### src/rtl/display_scan_ctrl.sv
// display_scan_ctrl: multiplexed seven-segment digit scanner with dwell, digit masking and frame flag.
// Define SCAN_BLANK_EN to blank CAT for the first BLANK_CYCLES of every slot.
module display_scan_ctrl #(
  parameter int N_DIGITS     = 4,
  parameter int SEL_W        = $clog2(N_DIGITS),
  parameter int DWELL_CYCLES = 1,
  parameter int BLANK_CYCLES = 0,
  parameter int CAT_ACTIVE   = 1
) (
  input  logic                slow_clock,
  input  logic                reset,
  input  logic [N_DIGITS-1:0] digit_en,
  output logic [SEL_W-1:0]    SEL,
  output logic [N_DIGITS-1:0] CAT,
  output logic                frame_start
);
  localparam int CNT_W = DWELL_CYCLES > 1 ? $clog2(DWELL_CYCLES) : 1;
`ifdef SCAN_BLANK_EN
  localparam int BLANK_ON = 1;
`else
  localparam int BLANK_ON = 0;
`endif
  localparam int BLANK_N = BLANK_ON != 0 ? BLANK_CYCLES : 0;
  localparam logic ACT = CAT_ACTIVE != 0;
  logic [SEL_W-1:0] sel, nxt, j;
  logic [CNT_W-1:0] cnt;
  logic [N_DIGITS-1:0] hot;
  logic on;
  assign SEL = sel;
  // Descending search so the nearest enabled successor wins; sel itself is tried last.
  always_comb begin
    nxt = sel;
    j = '0;
    for (int k = N_DIGITS; k >= 1; k--) begin
      j = SEL_W'((int'(sel) + k) % N_DIGITS);
      if (digit_en[j]) nxt = j;
    end
  end
  always_ff @(posedge slow_clock) begin
    if (reset) begin
      sel <= '0;
      cnt <= '0;
      frame_start <= 1'b0;
    end else if (cnt == CNT_W'(DWELL_CYCLES - 1)) begin
      cnt <= '0;
      sel <= nxt;
      frame_start <= |digit_en && nxt <= sel;
    end else begin
      cnt <= cnt + CNT_W'(1);
      frame_start <= 1'b0;
    end
  end
  assign on = !reset && digit_en[sel] && !(int'(cnt) < BLANK_N);
  assign hot = on ? {1'b1, {(N_DIGITS-1){1'b0}}} >> sel : '0;
  assign CAT = ACT ? hot : ~hot;
endmodule
### config.mk
export PLATFORM = sky130hd
export DESIGN_NAME = display_scan_ctrl
export DESIGN_NICKNAME = d
export VERILOG_FILES = /design/src/rtl/display_scan_ctrl.sv
export SDC_FILE = /design/constraint.sdc
export NUM_CORES = 1
export LEC_CHECK = 0
export ABC_AREA = 0
export ABC_CLOCK_PERIOD_IN_PS = 7130
export CAP_MARGIN = 10
export CORE_AREA = 10 10 47 49
export CTS_CLUSTER_SIZE = 30
export DETAILED_ROUTE_END_ITERATION = 7
export DIE_AREA = 0 0 57 59
export PLACE_DENSITY = 0.61
export SYNTH_ARGS = -nofsm -noshare
export SYNTH_HDL_FRONTEND = slang
export SYNTH_SLANG_ARGS = --single-unit
### constraint.sdc
create_clock -name slow_clock -period 7.13 [get_ports slow_clock]
set_input_delay 1.7825 -clock slow_clock [delete_from_list [all_inputs] [get_ports slow_clock]]
set_output_delay 1.7825 -clock slow_clock [all_outputs]
set_load 0.05 [all_outputs]
Word level (Yosys, flattened, before mapping) --
Cells that the tools add are included.
Storage, ports and cells: flip-flop bits (word level) 4, input port bits 6, output and inout port bits 7, word-level logic and storage cells 37
Cells by class: add/sub/neg operators 5, magnitude comparators 6, shifts and indexed selects 1, multiplexer cells 15, bitwise gates (word level) 1, reduce and logical (&&, ||, !) cells 6
Operators with widths (count):
- $lt 2x3->1 const B | 5
- $bmux 1 s2 | 5
- $mux 2 | 4
- $mux 1 | 5
- $add 2x1->2 const B | 2
- $add 2x2->2 const B | 2
- $mux 4 | 1
- $reduce_or 2->1 | 2
- $reduce_or 4->1 | 1
- $shr 4x2->4 const A | 1
- $le 2x2->1 | 1
- $logic_and 1x1->1 | 2
- $add 1x1->1 const B | 1
- $logic_not 1->1 | 1
- $not 1->1 | 1

Longest topological paths before layout --
Gate-level depths: netlist of run 1.
depth after elaboration 9, gate-level depth with buffers 12, depth with buffers taken out 11

Worst setup path after synthesis of run 1 --
Ideal clock, no wire load.
path type input to output, start input digit_en[2], end output CAT[0], arrival time 2700 ps, required time 5347 ps, slack 2647 ps, cell stages on the path 4, path buffers 0, cells stage by stage nor2b_1 a211oi_1 a211oi_1 and2_1
Between the ends: longest elaborated chain between the ends 4
Ends and longest elaborated chain:
- start: declaration | line 12 | input logic [N_DIGITS-1:0] digit_en,
- $bmux 1 s2 | line 53 | assign on = !reset && digit_en[sel] && !(int'(cnt) < BLANK_N);
- $mux 1 (not written as such) | line 53
- $logic_and 1x1->1 | line 53
- $mux 4 | line 54 | assign hot = on ? {1'b1, {(N_DIGITS-1){1'b0}}} >> sel : '0;
- end: declaration | line 14 | output logic [N_DIGITS-1:0] CAT,
Every way passes these cells. The select of a mux whose other input is x is not followed.

Worst setup path in the final report of run 1 --
start input digit_en[2], end output CAT[2]
The elaborated chain is that of the path after synthesis.

==> metrics.cfg, run 1 <==
[floorplan]
start_util_pct=32.1
rows=14
dieArea_um2=3360
die_w_um=57
core_um2=1400
pin_count=13
die-height_um=59

[drt]
avgViaCountPerCell=5.17
ant_nets=0
wire_per_inst_um=12.6
vias=398
dr.pass1.iters=2
drcViolationCount=0
wirelength_um=971
drtIter0Drc=9

[synth]
synth.top_cell.area_share_pct=17.8
synth_edf_count=0
ys.flop_type=dfxtp_1
synthesis.nets=59
yosysWarnings=0
synth_area_leaders=dfxtp_1 18%, ha_1 17%, mux4_2 10%, mux2i_1 6.7%, and2_1 5.6%
synth-seq-cells=4
synthCells=47
yosysSeqAreaShare_pct=17.8
async_flop_share_pct=0
yosysTopAreaCell=dfxtp_1
avgSynthCellArea_um2=9.56
ys_types=22
syn_area_um2=449

[worst_setup_path]
r2r-start=SEL[0]
critPathCaptureType=primary output
cp_data_arrival_time_ns=3.94
crit_fanout=7
r2r_cells=11
critPathLaunch=digit_en[2]
critPathRequiredTime_ns=5.35
r2r_end=frame_start
cp-start-kind=input port
critical_path_class=in2out
ff2ff_setup_slack_ns=4.19

[finish]
multi_input_comb_area_um2=347
nets=75
final_cell_area_um2=604
final-seq-area_um2=80.1
diodes=0
nFillCells=153
fin_util_pct=43.1
final_cells=77
area_delta_synth_final_pct=34.5
layout-drive-gt1-share_pct=14.8

[timing]
drv_slew=0
tightest_slew_ns=0.605
hold_viol=0
tns_ns=0
fin_skew_ns=0.00422
post-route-period-util_pct=80.3
max-slew-margin-rel_pct=59.6
rsz0062_at_grt=false
finalSetupViolations=0
max_freq_mhz=175
fin_ws_ns=1.40
period_needed_ns=5.73

[global_routing]
groute.usage.overall_pct=5.97
grt_pass1_vias=403
grt_max_degree=16
antenna_found_initial=0
grt_pass1_wl_um=1660
grt_overflow=0

[cts]
clockBufferDepth=2
postCtsSetupBuffers=0
root_buffer=clkbuf_4
cts-buffers-inserted=3
cts_resized=0
cts_tree=built
cts.sinks=4
postCtsHoldBufs=0
htreeDepth=1
cts.clk_slew.worst_paths_ns=0.04
clk-insertion-delay-late_ns=0.23

[placed_design]
dp.cells=74
dpl_cell_area_um2=582
portBuffers=12
post-place-ws_ns=1.38
routabilityCongestion=0.727
hpwl_um=765

[power]
power.leakage_nw=0.237
p_per_area_nw_per_um2=242
ir_drop_v=0.000148

[min_path]
hold_depth=1
min_to=frame_start
hp-start=cnt
min_path_type=reg2reg

[run_status]
status=completed

[flow_run]
drv_cap=0

-- per-layer routing --
metal | up-vias | wire, µm | global-route usage [%]
met5 | - | 0 | 0
met4 | 0 | 10 | 4.03
met3 | 2 | 58 | 1.93
met2 | 9 | 458 | 9.15
met1 | 182 | 444 | 6.91
li1 | 205 | - | -
-- critical path, cell delays in order --
cell and delay (ns):
clkdlybuf4s50_1 0.59, nor2b_1 0.17, a211oi_1 0.07, a211oi_1 0.35
and2_1 0.18, clkdlybuf4s50_1 0.80
-- worst max path at each step --
| stage | endpoint | slack, ns |
|---|---|---|
| floorplan | CAT[0] | 2.65 |
| global placement | CAT[0] | 1.39 |
| detailed placement | CAT[2] | 1.38 |
| CTS | CAT[2] | 1.38 |
| global route | CAT[2] | 1.23 |
| finish | CAT[2] | 1.40 |
-- Yosys cell counts, types with 2 or more instances --
library cell,count
ha_1,6
a21oi_1,4
and2_1,4
dfxtp_1,4
inv_1,4
mux2i_1,3
nor2_1,3
a211oi_1,2
a221oi_1,2
mux4_2,2
nor4_1,2
-- flip-flops by register name (all words and copies together) (netlist names) --
| signal | cells |
|---|---|
| SEL | 2 |
| cnt | 1 |
| frame_start | 1 |
-- per-stage QoR --
stage | power [mW] | hold slack (ns)
3_3_place_gp | 0.119 | 0.498
5_1_grt | 0.158 | 0.541
4_1_cts | 0.150 | 0.503
6_report | 0.146 | 0.504
2_1_floorplan | 0.0989 | 0.466
3_5_place_dp | 0.120 | 0.498
-- power breakdown --
| group | switching [mW] | internal (mW) | total (mW) | leakage [nW] |
|---|---|---|---|---|
| Combinational | 0.0465 | 0.0393 | 0.0858 | 0.190 |
| Clock | 0.00844 | 0.0188 | 0.0272 | 0.0138 |
| Sequential | 0.00742 | 0.0260 | 0.0334 | 0.0332 |
| Total | 0.0624 | 0.0841 | 0.146 | 0.237 |
-- kinds of logic after synthesis --
family                     synth area share (%)
other                                     0.835
adders and majority gates                  16.7
buffers and inverters                      5.01
xor gates and xnor gates                   1.95
and+or+nand+nor                            16.7
muxes                                      19.2
AOI/OAI and AO/OA                          21.7
DFF                                        17.8
-- layout make-up --
class / instances / area share (%)
Timing Repair Buffer: 12 / 19.9
Tap cell: 16 / 3.31
Sequential cell: 4 / 13.3
Multi-Input combinational cell: 38 / 57.3
Clock buffer: 3 / 3.73
Inverter: 4 / 2.48
-- placed cells by master (no fill, tap or decap), types with 2 or more instances in the layout --
master	Yosys	layout
dfxtp_1	4	4
and2_1	4	4
nor4_1	2	2
mux2i_1	3	3
a221oi_1	2	2
ha_1	6	6
a21oi_1	4	4
clkbuf_4	0	3
mux4_2	2	2
clkdlybuf4s50_1	0	12
inv_1	4	4
nor2_1	3	3
a211oi_1	2	2
No activity file was read; power rests on OpenSTA's default activity.
==> run 2, diff against run 1 <==
- ABC_CLOCK_PERIOD_IN_PS: 7130 -> 4700
- PLACE_DENSITY: 0.61 -> 0.63
- clock period: 7.13 -> 4.7 ns (I/O delays scaled with it)
==> run 2 against run 1 <==
  * Non-clock buffer count unchanged
  * Die area unchanged
  * Routed wire length is 2.4% lower
  * Clock skew is 0.0040 ns lower
  * Final area fell by 1.7%
==> metrics.cfg, run 2 (synthesized netlist as in run 1, its figures left out) <==
[run_status]
status=completed  ; unchanged

[cts]
htreeDepth=1  ; unchanged
postCtsSetupBuffers=0  ; unchanged
postCtsHoldBufs=0  ; unchanged
cts.clk_slew.worst_paths_ns=0.03  ; was 0.04 ns
cts_tree=built  ; unchanged
clockBufferDepth=2  ; unchanged
root_buffer=clkbuf_4  ; unchanged
cts-buffers-inserted=3  ; unchanged
cts_resized=0  ; unchanged
clk-insertion-delay-late_ns=0.23  ; about the same
cts.sinks=4  ; unchanged

[drt]
drtIter0Drc=0  ; was 9
avgViaCountPerCell=5.08  ; was 5.17
wirelength_um=948  ; was 971 µm
drcViolationCount=0  ; unchanged
ant_nets=0  ; unchanged
wire_per_inst_um=12.3  ; was 12.6 µm
dr.pass1.iters=1  ; was 2
vias=391  ; was 398

[worst_setup_path]
critPathRequiredTime_ns=3.52  ; was 5.35 ns
r2r-start=SEL[0]  ; unchanged
path_cells=clkdlybuf4s50_1 -> nor2b_1 -> a211oi_1 -> a211oi_1 -> and2_1 -> buf_4  ; was clkdlybuf4s50_1 -> nor2b_1 -> a211oi_1 -> a211oi_1 -> and2_1 -> clkdlybuf4s50_1
critical_path_class=in2out  ; unchanged
critPathCaptureType=primary output  ; unchanged
ff2ff_setup_slack_ns=1.81  ; was 4.19 ns
max_stage_delay_ns=0.59  ; was 0.80 ns
cp_data_arrival_time_ns=2.74  ; was 3.94 ns
cp-start-kind=input port  ; unchanged
critPathLaunch=digit_en[2]  ; unchanged
r2r_cells=11  ; unchanged
crit_fanout=7  ; unchanged
r2r_end=frame_start  ; unchanged
critical_path.most_common_cell=a211oi_1
critPathSlowestCell=clkdlybuf4s50_1  ; unchanged
critPathTopFamily=buffers and inverters  ; unchanged
path_buf_inv=2  ; unchanged

[timing]
period_needed_ns=3.91
post-route-period-util_pct=83.3
drv_slew=0  ; unchanged
tns_ns=0  ; unchanged
tightest_slew_ns=0.597  ; was 0.605 ns
finalHoldWorstSlack_ns=0.500  ; was 0.504 ns
finalSetupViolations=0  ; unchanged
fin_ws_ns=0.787  ; was 1.40 ns
max-slew-margin-rel_pct=60.1  ; was 59.6%
hold_viol=0  ; unchanged
max_freq_mhz=256
rsz0062_at_grt=false  ; unchanged
fin_skew_ns=0.000210  ; was 0.00422 ns

[global_routing]
grt_pass1_vias=379  ; was 403
grt_max_degree=16  ; unchanged
grt_pass1_wl_um=1650  ; was 1660 µm
groute.usage.overall_pct=5.89  ; was 5.97%
grt_overflow=0  ; unchanged
antenna_found_initial=0  ; unchanged

[finish]
layout-drive-gt1-share_pct=21.3  ; was 14.8%
nFillCells=156  ; was 153
final_cell_area_um2=594  ; was 604 µm²
fin_util_pct=42.4  ; was 43.1%
diodes=0  ; unchanged
multi_input_comb_area_um2=347  ; unchanged
largest_register_ffs=2  ; unchanged
mostFrequentLayoutCells=8 x clkdlybuf4s50_1, 6 x ha_1  ; was 12 x clkdlybuf4s50_1, 6 x ha_1
final_cells=77  ; unchanged
area_delta_synth_final_pct=32.3  ; was 34.5%
nets=75  ; unchanged
final-seq-area_um2=80.1  ; unchanged
layout_commonest_cell=clkdlybuf4s50_1  ; unchanged

[power]
power_uw=219  ; was 146 µW
power.leakage_nw=0.245  ; was 0.237 nW
power_frac_clock_pct=18.5  ; was 18.6%
p_seq_share_pct=23.0  ; was 22.8%
internal_power_uw=126  ; was 84.1 µW
p_switching_uw=92.8  ; was 62.4 µW
ir_drop_v=0.000179  ; was 0.000148 V
switching_share_pct=42.3  ; was 42.6%
p_per_area_nw_per_um2=369  ; was 242 nW/µm²
pwr-share-comb_pct=58.6  ; about the same

[placed_design]
routabilityCongestion=0.704  ; was 0.727
dpl_cell_area_um2=572  ; was 582 µm²
post-place-ws_ns=0.766  ; was 1.38 ns
portBuffers=12  ; unchanged
dp.cells=74  ; unchanged
hpwl_um=769  ; was 765 µm

[min_path]
min_to=frame_start  ; unchanged
hold_depth=1  ; unchanged
hp-start=cnt  ; unchanged
min_path_type=reg2reg  ; unchanged

[floorplan]
die-height_um=59  ; unchanged
dieArea_um2=3360  ; unchanged
die_w_um=57  ; unchanged
pin_count=13  ; unchanged
rows=14  ; unchanged
start_util_pct=32.1  ; unchanged
core_um2=1400  ; unchanged

[flow_run]
drv_cap=0  ; unchanged

## run 2: cell count changes in the layout (fill, tap and decap cells not counted)
cell             previous run  this run
clkdlybuf4s50_1            12         8
buf_4                       0         4
## run 2: layout make-up
class | count | share of cell area (%)
inverters | 4 | 2.53
well taps | 16 | 3.37
repair buffers | 12 | 18.5
clock buffers | 3 | 3.79
flip-flops and latches | 4 | 13.5
multi-input cells | 38 | 58.3
## run 2: power groups by stage
stage	logic [mW]	registers, mW	clock network [mW]
finish	0.128	0.0504	0.0405
global route	0.142	0.0521	0.0441
CTS	0.130	0.0507	0.0430
detailed placement	0.130	0.0512	0
global placement	0.129	0.0511	0
floorplan	0.0885	0.0616	0
## run 2: worst max-delay path by stage
stage                        end  slack (ns)  depth (start not counted)
final                     CAT[1]        0.79                          6
after global routing      CAT[0]        0.62                          6
after CTS                 CAT[1]        0.76                          6
after detailed placement  CAT[1]        0.77                          6
after global placement    CAT[2]        0.79                          6
after floorplan           CAT[0]        1.43                          4
## run 2: worst reg2reg max path: cells and delay by family, from the launching register on
kind	cells	cell delay, ns
XOR/XNOR	1	0.17
adder cells (fa/ha/maj)	2	0.59
multiplexers	1	0.55
flip-flops	1	0.69
buffers and inverters	2	0.26
AND/OR/NAND/NOR	2	0.29
AO/OA/AOI/OAI	3	0.24
## run 2: layer usage
layer  wire, µm  vias to the layer above  track usage [%]
li1           -                      204                -
met2        462                        7             8.99
met3         71                        0             3.00
met5          0                        -                0
met4          0                        0             3.02
met1        415                      180             6.58
==> run 3, diff against run 2 <==
- ABC_CLOCK_PERIOD_IN_PS: 4700 -> 3600
- clock period: 4.7 -> 3.6 ns (I/O delays scaled with it)
==> run 3 against run 2 <==
  * Register-to-register slack got worse by 0.79 ns
  * Routed wire length fell by 3.9%
  * Die area did not move
  * Sequential power rose by 11%
==> metrics.cfg, run 3 (synthesized netlist as in run 1, its figures left out) <==
[finish]
layout_commonest_cell=clkdlybuf4s50_1  ; unchanged
nFillCells=139  ; was 156
layout-drive-gt1-share_pct=23.8  ; was 21.3%
nets=77  ; was 75
area_delta_synth_final_pct=46.8  ; was 32.3%
largest_register_ffs=2  ; unchanged
mostFrequentLayoutCells=8 x clkdlybuf4s50_1, 6 x ha_1  ; unchanged
fin_util_pct=47.1  ; was 42.4%
diodes=0  ; unchanged
final_cell_area_um2=659  ; was 594 µm²

[global_routing]
antenna_found_initial=0  ; unchanged
grt_pass1_vias=398  ; was 379
grt_overflow=0  ; unchanged
groute.usage.overall_pct=6.21  ; was 5.89%
grt_max_degree=16  ; unchanged
grt_pass1_wl_um=1730  ; was 1650 µm

[worst_setup_path]
crit_fanout=7  ; unchanged
critical_path.most_common_cell=a211oi_1  ; unchanged
path_buf_inv=2  ; unchanged
critPathRequiredTime_ns=2.70  ; was 3.52 ns
max_stage_delay_ns=0.59  ; about the same
cp_data_arrival_time_ns=2.29  ; was 2.74 ns
critPathTopFamily=buffers and inverters  ; unchanged
ff2ff_setup_slack_ns=1.02  ; was 1.81 ns
critPathSlowestCell=clkdlybuf4s50_1  ; unchanged
path_cells=clkdlybuf4s50_1 -> a211oi_1 -> a211oi_1 -> and2_1 -> buf_12  ; was clkdlybuf4s50_1 -> nor2b_1 -> a211oi_1 -> a211oi_1 -> and2_1 -> buf_4
critical_path_class=in2out  ; unchanged
critPathCaptureType=primary output  ; unchanged
cp-start-kind=input port  ; unchanged

[power]
ir_drop_v=0.000242  ; was 0.000179 V
p_per_area_nw_per_um2=457  ; was 369 nW/µm²
power_uw=302  ; was 219 µW
power.leakage_nw=0.266  ; was 0.245 nW

[timing]
tightest_slew_ns=0.503  ; was 0.597 ns
finalSetupViolations=0  ; unchanged
hold_viol=0  ; unchanged
drv_slew=0  ; unchanged
max_freq_mhz=313
period_needed_ns=3.19
post-route-period-util_pct=88.7
tns_ns=0  ; unchanged
fin_skew_ns=0.00149  ; was 0.000210 ns
max-slew-margin-rel_pct=66.4  ; was 60.1%
rsz0062_at_grt=false  ; unchanged

[cts]
clk-insertion-delay-late_ns=0.23  ; about the same
clockBufferDepth=2  ; unchanged
cts-buffers-inserted=3  ; unchanged
htreeDepth=1  ; unchanged
root_buffer=clkbuf_4  ; unchanged
cts_tree=built  ; unchanged
cts.clk_slew.worst_paths_ns=0.04  ; was 0.03 ns
cts_resized=0  ; unchanged
postCtsSetupBuffers=0  ; unchanged
cts.sinks=4  ; unchanged
postCtsHoldBufs=0  ; unchanged

[drt]
avgViaCountPerCell=4.96  ; was 5.08
vias=392  ; was 391
ant_nets=0  ; unchanged
drcViolationCount=0  ; unchanged
wire_per_inst_um=11.5  ; was 12.3 µm
dr.pass1.iters=2  ; was 1
drtIter0Drc=4  ; was 0
wirelength_um=911  ; was 948 µm

[placed_design]
routabilityCongestion=0.748  ; was 0.704
dpl_cell_area_um2=637  ; was 572 µm²
portBuffers=12  ; unchanged
hpwl_um=746  ; was 769 µm

[min_path]
min_path_type=reg2reg  ; unchanged

[floorplan]
rows=14  ; unchanged
die_w_um=57  ; unchanged
start_util_pct=32.1  ; unchanged
core_um2=1400  ; unchanged
dieArea_um2=3360  ; unchanged
die-height_um=59  ; unchanged
pin_count=13  ; unchanged

[run_status]
status=completed  ; unchanged

[flow_run]
drv_cap=0  ; unchanged

## run 3: cell types whose count changed in the layout (fill, tap and decap cells not counted), sizes merged
cell  before  now
buf        4    6
## run 3: metrics by stage
step | hold WS, ns | instances | setup slack (ns)
after floorplan | 0.466 | 47 | 0.740
after global placement | 0.493 | 76 | 0.408
after detailed placement | 0.496 | 76 | 0.395
after CTS | 0.500 | 79 | 0.394
after global routing | 0.521 | 79 | 0.272
final | 0.500 | 79 | 0.408
## run 3: power by group
part	total [mW]	leakage, nW	switching [mW]	internal [mW]
registers	0.0561	0.0332	0.00466	0.0514
logic	0.190	0.219	0.102	0.0885
clock network	0.0552	0.0138	0.0180	0.0373
## run 3: path summary, 6_finish.rpt
kind / cells after the start / start / to
max: 5 / digit_en[3] / CAT[1]
min: 1 / cnt / frame_start
max reg2reg: 11 / SEL[1] / frame_start
min reg2reg: 1 / cnt / frame_start
## run 3: per-layer routing
layer / vias up / GRT usage (%) / part of all wire (%)
li1: 208 / - / -
met1: 173 / 6.86 / 47
met2: 9 / 9.46 / 45
met3: 2 / 2.15 / 4.9
met4: 0 / 5.03 / 2.5
met5: - / 0 / 0
## run 3: area by class of cell
| type | instances | area (µm²) | share of cell area, % |
|---|---|---|---|
| multi-input combinational | 38 | 347 | 52.6 |
| inverter | 4 | 15.0 | 2.28 |
| sequential | 4 | 80.1 | 12.1 |
| clock buffer | 3 | 22.5 | 3.42 |
| timing repair buffer | 14 | 175 | 26.6 |
| tap | 16 | 20.0 | 3.04 |
==> patch 1: new RTL, flow settings as in run 3 <==
Set the parameter `N_DIGITS` to 2 (it was 4).
--- a/src/rtl/display_scan_ctrl.sv
+++ b/src/rtl/display_scan_ctrl.sv
@@ -2,5 +2,5 @@
 // Define SCAN_BLANK_EN to blank CAT for the first BLANK_CYCLES of every slot.
 module display_scan_ctrl #(
-  parameter int N_DIGITS     = 4,
+  parameter int N_DIGITS     = 2,
   parameter int SEL_W        = $clog2(N_DIGITS),
   parameter int DWELL_CYCLES = 1,
Ports: changed (resized CAT, SEL and digit_en); port bits go from 13 to 8. No check against the original RTL was run, so the function may have changed too.
==> patch 1 against run 3 <==
Count of clock-buffer cells in the layout grew 1. Core utilization fell by 30 points. Wire length down 59%. Non-clock buffer count shrank 7. Final area down 65%. Critical path depth down 2. Setup slack better by 0.49 ns. Sequential cell count shrank 1. Sequential share of layout area rose by 14 points. Critical endpoint unchanged. Power decreased by 61%. Sequential power shrank 34%. Area after synthesis down 73%.
==> patch 1: results (changes against run 3) <==
status=finished, final reports clean; synth warn=0 (unchanged); R2R depth=2 (-9); Max-Slew Margin vs Limit=66.1% (-0.34 points); Worst Skew=0.00597 ns (+0.00448 ns); global-route wire length before repair=586 µm (-66%); # port buffers=7 (-5); prevailing post-synth register cell=dfxtp_1; Crit path arrival time=1.80 ns (-0.49 ns); routability cong.=0.551 (-26%); Area contributors post-synth=dfxtp_1, or4b_1, a211oi_1; Post-CTS Setup Repair Bufs=0 (unchanged); DRT iter0 DRCs=8 (+4); count leader, synth=dfxtp_1; DR vias=136 (-65%); ys async rst share=0% (unchanged); Mapped Nets=17 (-71%); Peak VDD IR=0.134 mV (-45%); first drt pass iteration count=4 (+2); Yosys reg bits=3 (-1); DP Cell Count=36 (-53%); distinct cell type count after synthesis=11 (-50%); largest net degree at the start of global routing=6 (-10); share of cells above drive strength 1=20.8% (-3.0 points); PostCTS Resize Cnt=0 (unchanged); Ant. Diodes=0 (unchanged); cts bufs inserted=3 (unchanged); register area share after synthesis=49.5% (+32 points); Post-DP HPWL=276 µm (-63%); vias in the first global route=155 (-61%); routed wire length=377 µm (-59%); root buffer cell=clkbuf_4; nets=29 (-62%); Leakage Power=0.0000885 µW (-67%); H-tree depth=1 (unchanged); initial antenna violation count=0 (unchanged); hold crit path type=reg -> reg; Layout fillers=167 (+20%); CP max FO=5 (-2); Avg Cell Area, Syn=9.34 µm² (-2.3%); Hold Crit Depth=1 (unchanged); Max Buffers Root-to-Sink=2 (unchanged); vias per inst=3.40 (-31%); register clock-pin slew on the reported worst setup and hold paths=0.04 ns (about the same); Total GRT Usage=2.76% (-3.5 points); clk_lat worst skew=0.24 ns
## patch 1: changes by cell type after synthesis, moves of 2 or more
cell      delta
ha_1         -6
a21oi_1      -4
and2_1       -4
inv_1        -4
mux2i_1      -3
a221oi_1     -2
mux4_2       -2
nor2_1       -2
nor4_1       -2
## patch 1: logic make-up after synthesis
family,count (synthesis),synth area share (%)
AOI/OAI and AO/OA,2,10.3
and+or+nand+nor,7,37.1
other,1,3.09
DFF,3,49.5
## patch 1: routing by layer
layer | vias to the layer above | part of all wire (%) | routed length (µm) | track usage [%]
met5 | - | 0 | 0 | 0
met4 | 0 | 11 | 40 | 7.05
met3 | 4 | 10 | 39 | 1.93
met2 | 10 | 36 | 134 | 2.79
met1 | 55 | 43 | 162 | 1.88
li1 | 67 | - | - | -
## patch 1: path summary, 6_finish.rpt
check	startpoint	slack (ns)	to
min reg2reg	cnt	0.45	frame_start
max reg2reg	SEL	2.61	SEL
min	cnt	0.45	frame_start
max	reset	0.90	CAT[1]
## patch 1: critical path, stage by stage
cell	delay, ns
clkdlybuf4s50_1	0.47
nor3b_1	0.20
buf_4	0.23
## patch 1: layout make-up
cell class                 instances  area, µm²  share of cell area [%]
timing repair buffer               7       65.1                    28.0
multi-input combinational         10       61.3                    26.3
sequential                         3       60.1                    25.8
clock buffer                       4       26.3                    11.3
tap                               16       20.0                    8.60
## patch 1: stage by stage
step	cell area, µm²	setup WS [ns]	util (%)
6_report	233	0.897	16.6
5_1_grt	233	0.803	16.6
4_1_cts	233	0.889	16.6
3_5_place_dp	206	0.903	14.7
3_3_place_gp	206	0.906	14.7
2_1_floorplan	121	0.654	-
## patch 1: power breakdown
group | switching, µW | total [µW] | leakage [µW] | internal, µW
logic | 11.4 | 19.5 | 0.0000487 | 8.11
registers | 1.54 | 36.8 | 0.0000248 | 35.3
clock network | 18.5 | 60.1 | 0.0000150 | 41.6
==> patch 2: new RTL, settings of run 3 <==
Without the edit above. Put a register stage on the output `CAT`, cleared by the reset. The value now appears one clock later. The other outputs are not delayed to match. Comments in the files are not updated.
--- a/src/rtl/display_scan_ctrl.sv
+++ b/src/rtl/display_scan_ctrl.sv
@@ -53,4 +53,10 @@
   assign on = !reset && digit_en[sel] && !(int'(cnt) < BLANK_N);
   assign hot = on ? {1'b1, {(N_DIGITS-1){1'b0}}} >> sel : '0;
-  assign CAT = ACT ? hot : ~hot;
+  always_ff @(posedge slow_clock) begin
+    if (reset) begin
+      CAT <= '0;
+    end else begin
+      CAT <= ACT ? hot : ~hot;
+    end
+  end
 endmodule
Formal check against the unedited RTL: not equivalent (Yosys sat finds a counterexample within 4 cycles, from zero or initial values and one cycle with reset high).
==> patch 2 against run 3 <==
Non-clock buffer count fell by 2. Area after synthesis fell by 21%. Setup slack improved by 0.64 ns. Final area fell by 21%. Clock skew rose by 0.012 ns. Cell count fell by 8.9%. Wire length fell by 1.2%. Core utilization fell by 10 points. Sequential cell count rose by 4. Synthesized cell count fell by 13%. Count of clock-buffer cells in the layout did not move. Die area did not move. Critical path type is now reg -> out.
Power is not compared: it rests on default switching activity, and its combinational part moved more than twofold at a synthesized area within 25%.
==> patch 2: results (changes against run 3) <==
status=finished, final reports clean; reg2reg start=SEL[0]; Area contributors post-synth=dfxtp_1, ha_1, a21oi_1; register area share after synthesis=45.1% (+27 points); DR vias=345 (-12%); largest net degree at the start of global routing=11 (-5); Mapped Nets=49 (-17%); Total GRT Usage=6.08% (-0.14 points); routability cong.=0.700 (-6.4%); CP max stage delay=0.87 ns (+0.28 ns); vias per inst=4.79 (-3.4%); Crit path arrival time=1.65 ns (-0.64 ns); crit path to=SEL[0]; Post-DP HPWL=710 µm (-4.7%); distinct cell type count after synthesis=16 (-27%); CP max FO=10 (+3); Avg Cell Area, Syn=8.67 µm² (-9.3%); register clock-pin slew on the reported worst setup and hold paths=0.06 ns (+0.02 ns); Max-Slew Margin vs Limit=66.5% (+0.075 points); vias in the first global route=344 (-14%); share of cells above drive strength 1=7.14% (-17 points); Worst Skew=0.0135 ns (+0.0120 ns); commonest cells in the netlist=dfxtp_1, a21oi_1, inv_1, o21ai_0; R2R Setup Slk=1.83 ns (+0.81 ns); first drt pass iteration count=4 (+2); R2R depth=8 (-3); DP Cell Count=69 (-9.2%)
-- patch 2: changes by cell type after synthesis, moves of 2 or more --
cell             run 3  this run
nor4b_1              0         2
mux4_2               2         0
nand2b_1             0         3
mux2i_1              3         0
and2_1               4         0
dfxtp_1              4         8
a221oi_1             2         0
nor3_1               0         2
o21ai_0              0         4
nand2_1              0         3
ha_1                 6         2
-- patch 2: power groups by stage --
| stage | Sequential, µW | Combinational [µW] | Clock [µW] |
|---|---|---|---|
| 6_report | 99.3 | 57.7 | 68.6 |
| 5_1_grt | 100 | 64.7 | 74.3 |
| 4_1_cts | 99.2 | 58.1 | 72.5 |
| 3_5_place_dp | 101 | 57.8 | 0 |
| 3_3_place_gp | 101 | 57.2 | 0 |
| 2_1_floorplan | 116 | 20.5 | 0 |
-- patch 2: worst min-delay path by stage --
stage / from / to / cells after the start
after global placement: cnt / frame_start / 1
after detailed placement: cnt / frame_start / 1
after CTS: cnt / frame_start / 1
after floorplan: cnt / frame_start / 1
after global routing: cnt / frame_start / 1
final: cnt / frame_start / 1
-- patch 2: cell type report --
class | instances | area share [%]
multi-input cells | 29 | 34.8
flip-flops and latches | 8 | 30.9
repair buffers | 12 | 23.2
clock buffers | 3 | 4.35
well taps | 16 | 3.86
inverters | 4 | 2.90
-- patch 2: through the flow --
stage	power [µW]	worst slack (ns)	hold slack, ns	util [%]
4_1_cts	230	1.04	0.482	37.0
3_3_place_gp	158	1.03	0.479	35.4
6_report	226	1.05	0.472	37.0
3_5_place_dp	159	1.02	0.476	35.4
2_1_floorplan	137	1.72	0.432	-
5_1_grt	239	0.984	0.518	37.0
-- patch 2: worst register-to-register path, delay by kind of cell (launching register included) --
family / cells / cell delay, ns
AOI/OAI and AO/OA: 4 / 0.56
DFF: 1 / 0.52
and+or+nand+nor: 2 / 0.35
adders and majority gates: 1 / 0.20
buffers and inverters: 1 / 0.04
-- patch 2: cells by family after synthesis --
logic type,after synthesis,share of synthesized area [%]
AO/OA/AOI/OAI,11,19.0
AND/OR/NAND/NOR,15,23.6
buffers and inverters,4,4.22
adder cells (fa/ha/maj),2,7.04
other,1,1.06
flip-flops,8,45.1
-- patch 2: layer usage --
| layer | vias up | global-route usage (%) |
|---|---|---|
| li1 | 175 | - |
| met1 | 155 | 6.98 |
| met2 | 15 | 8.37 |
| met3 | 0 | 4.08 |
| met4 | 0 | 3.02 |
| met5 | - | 0 |
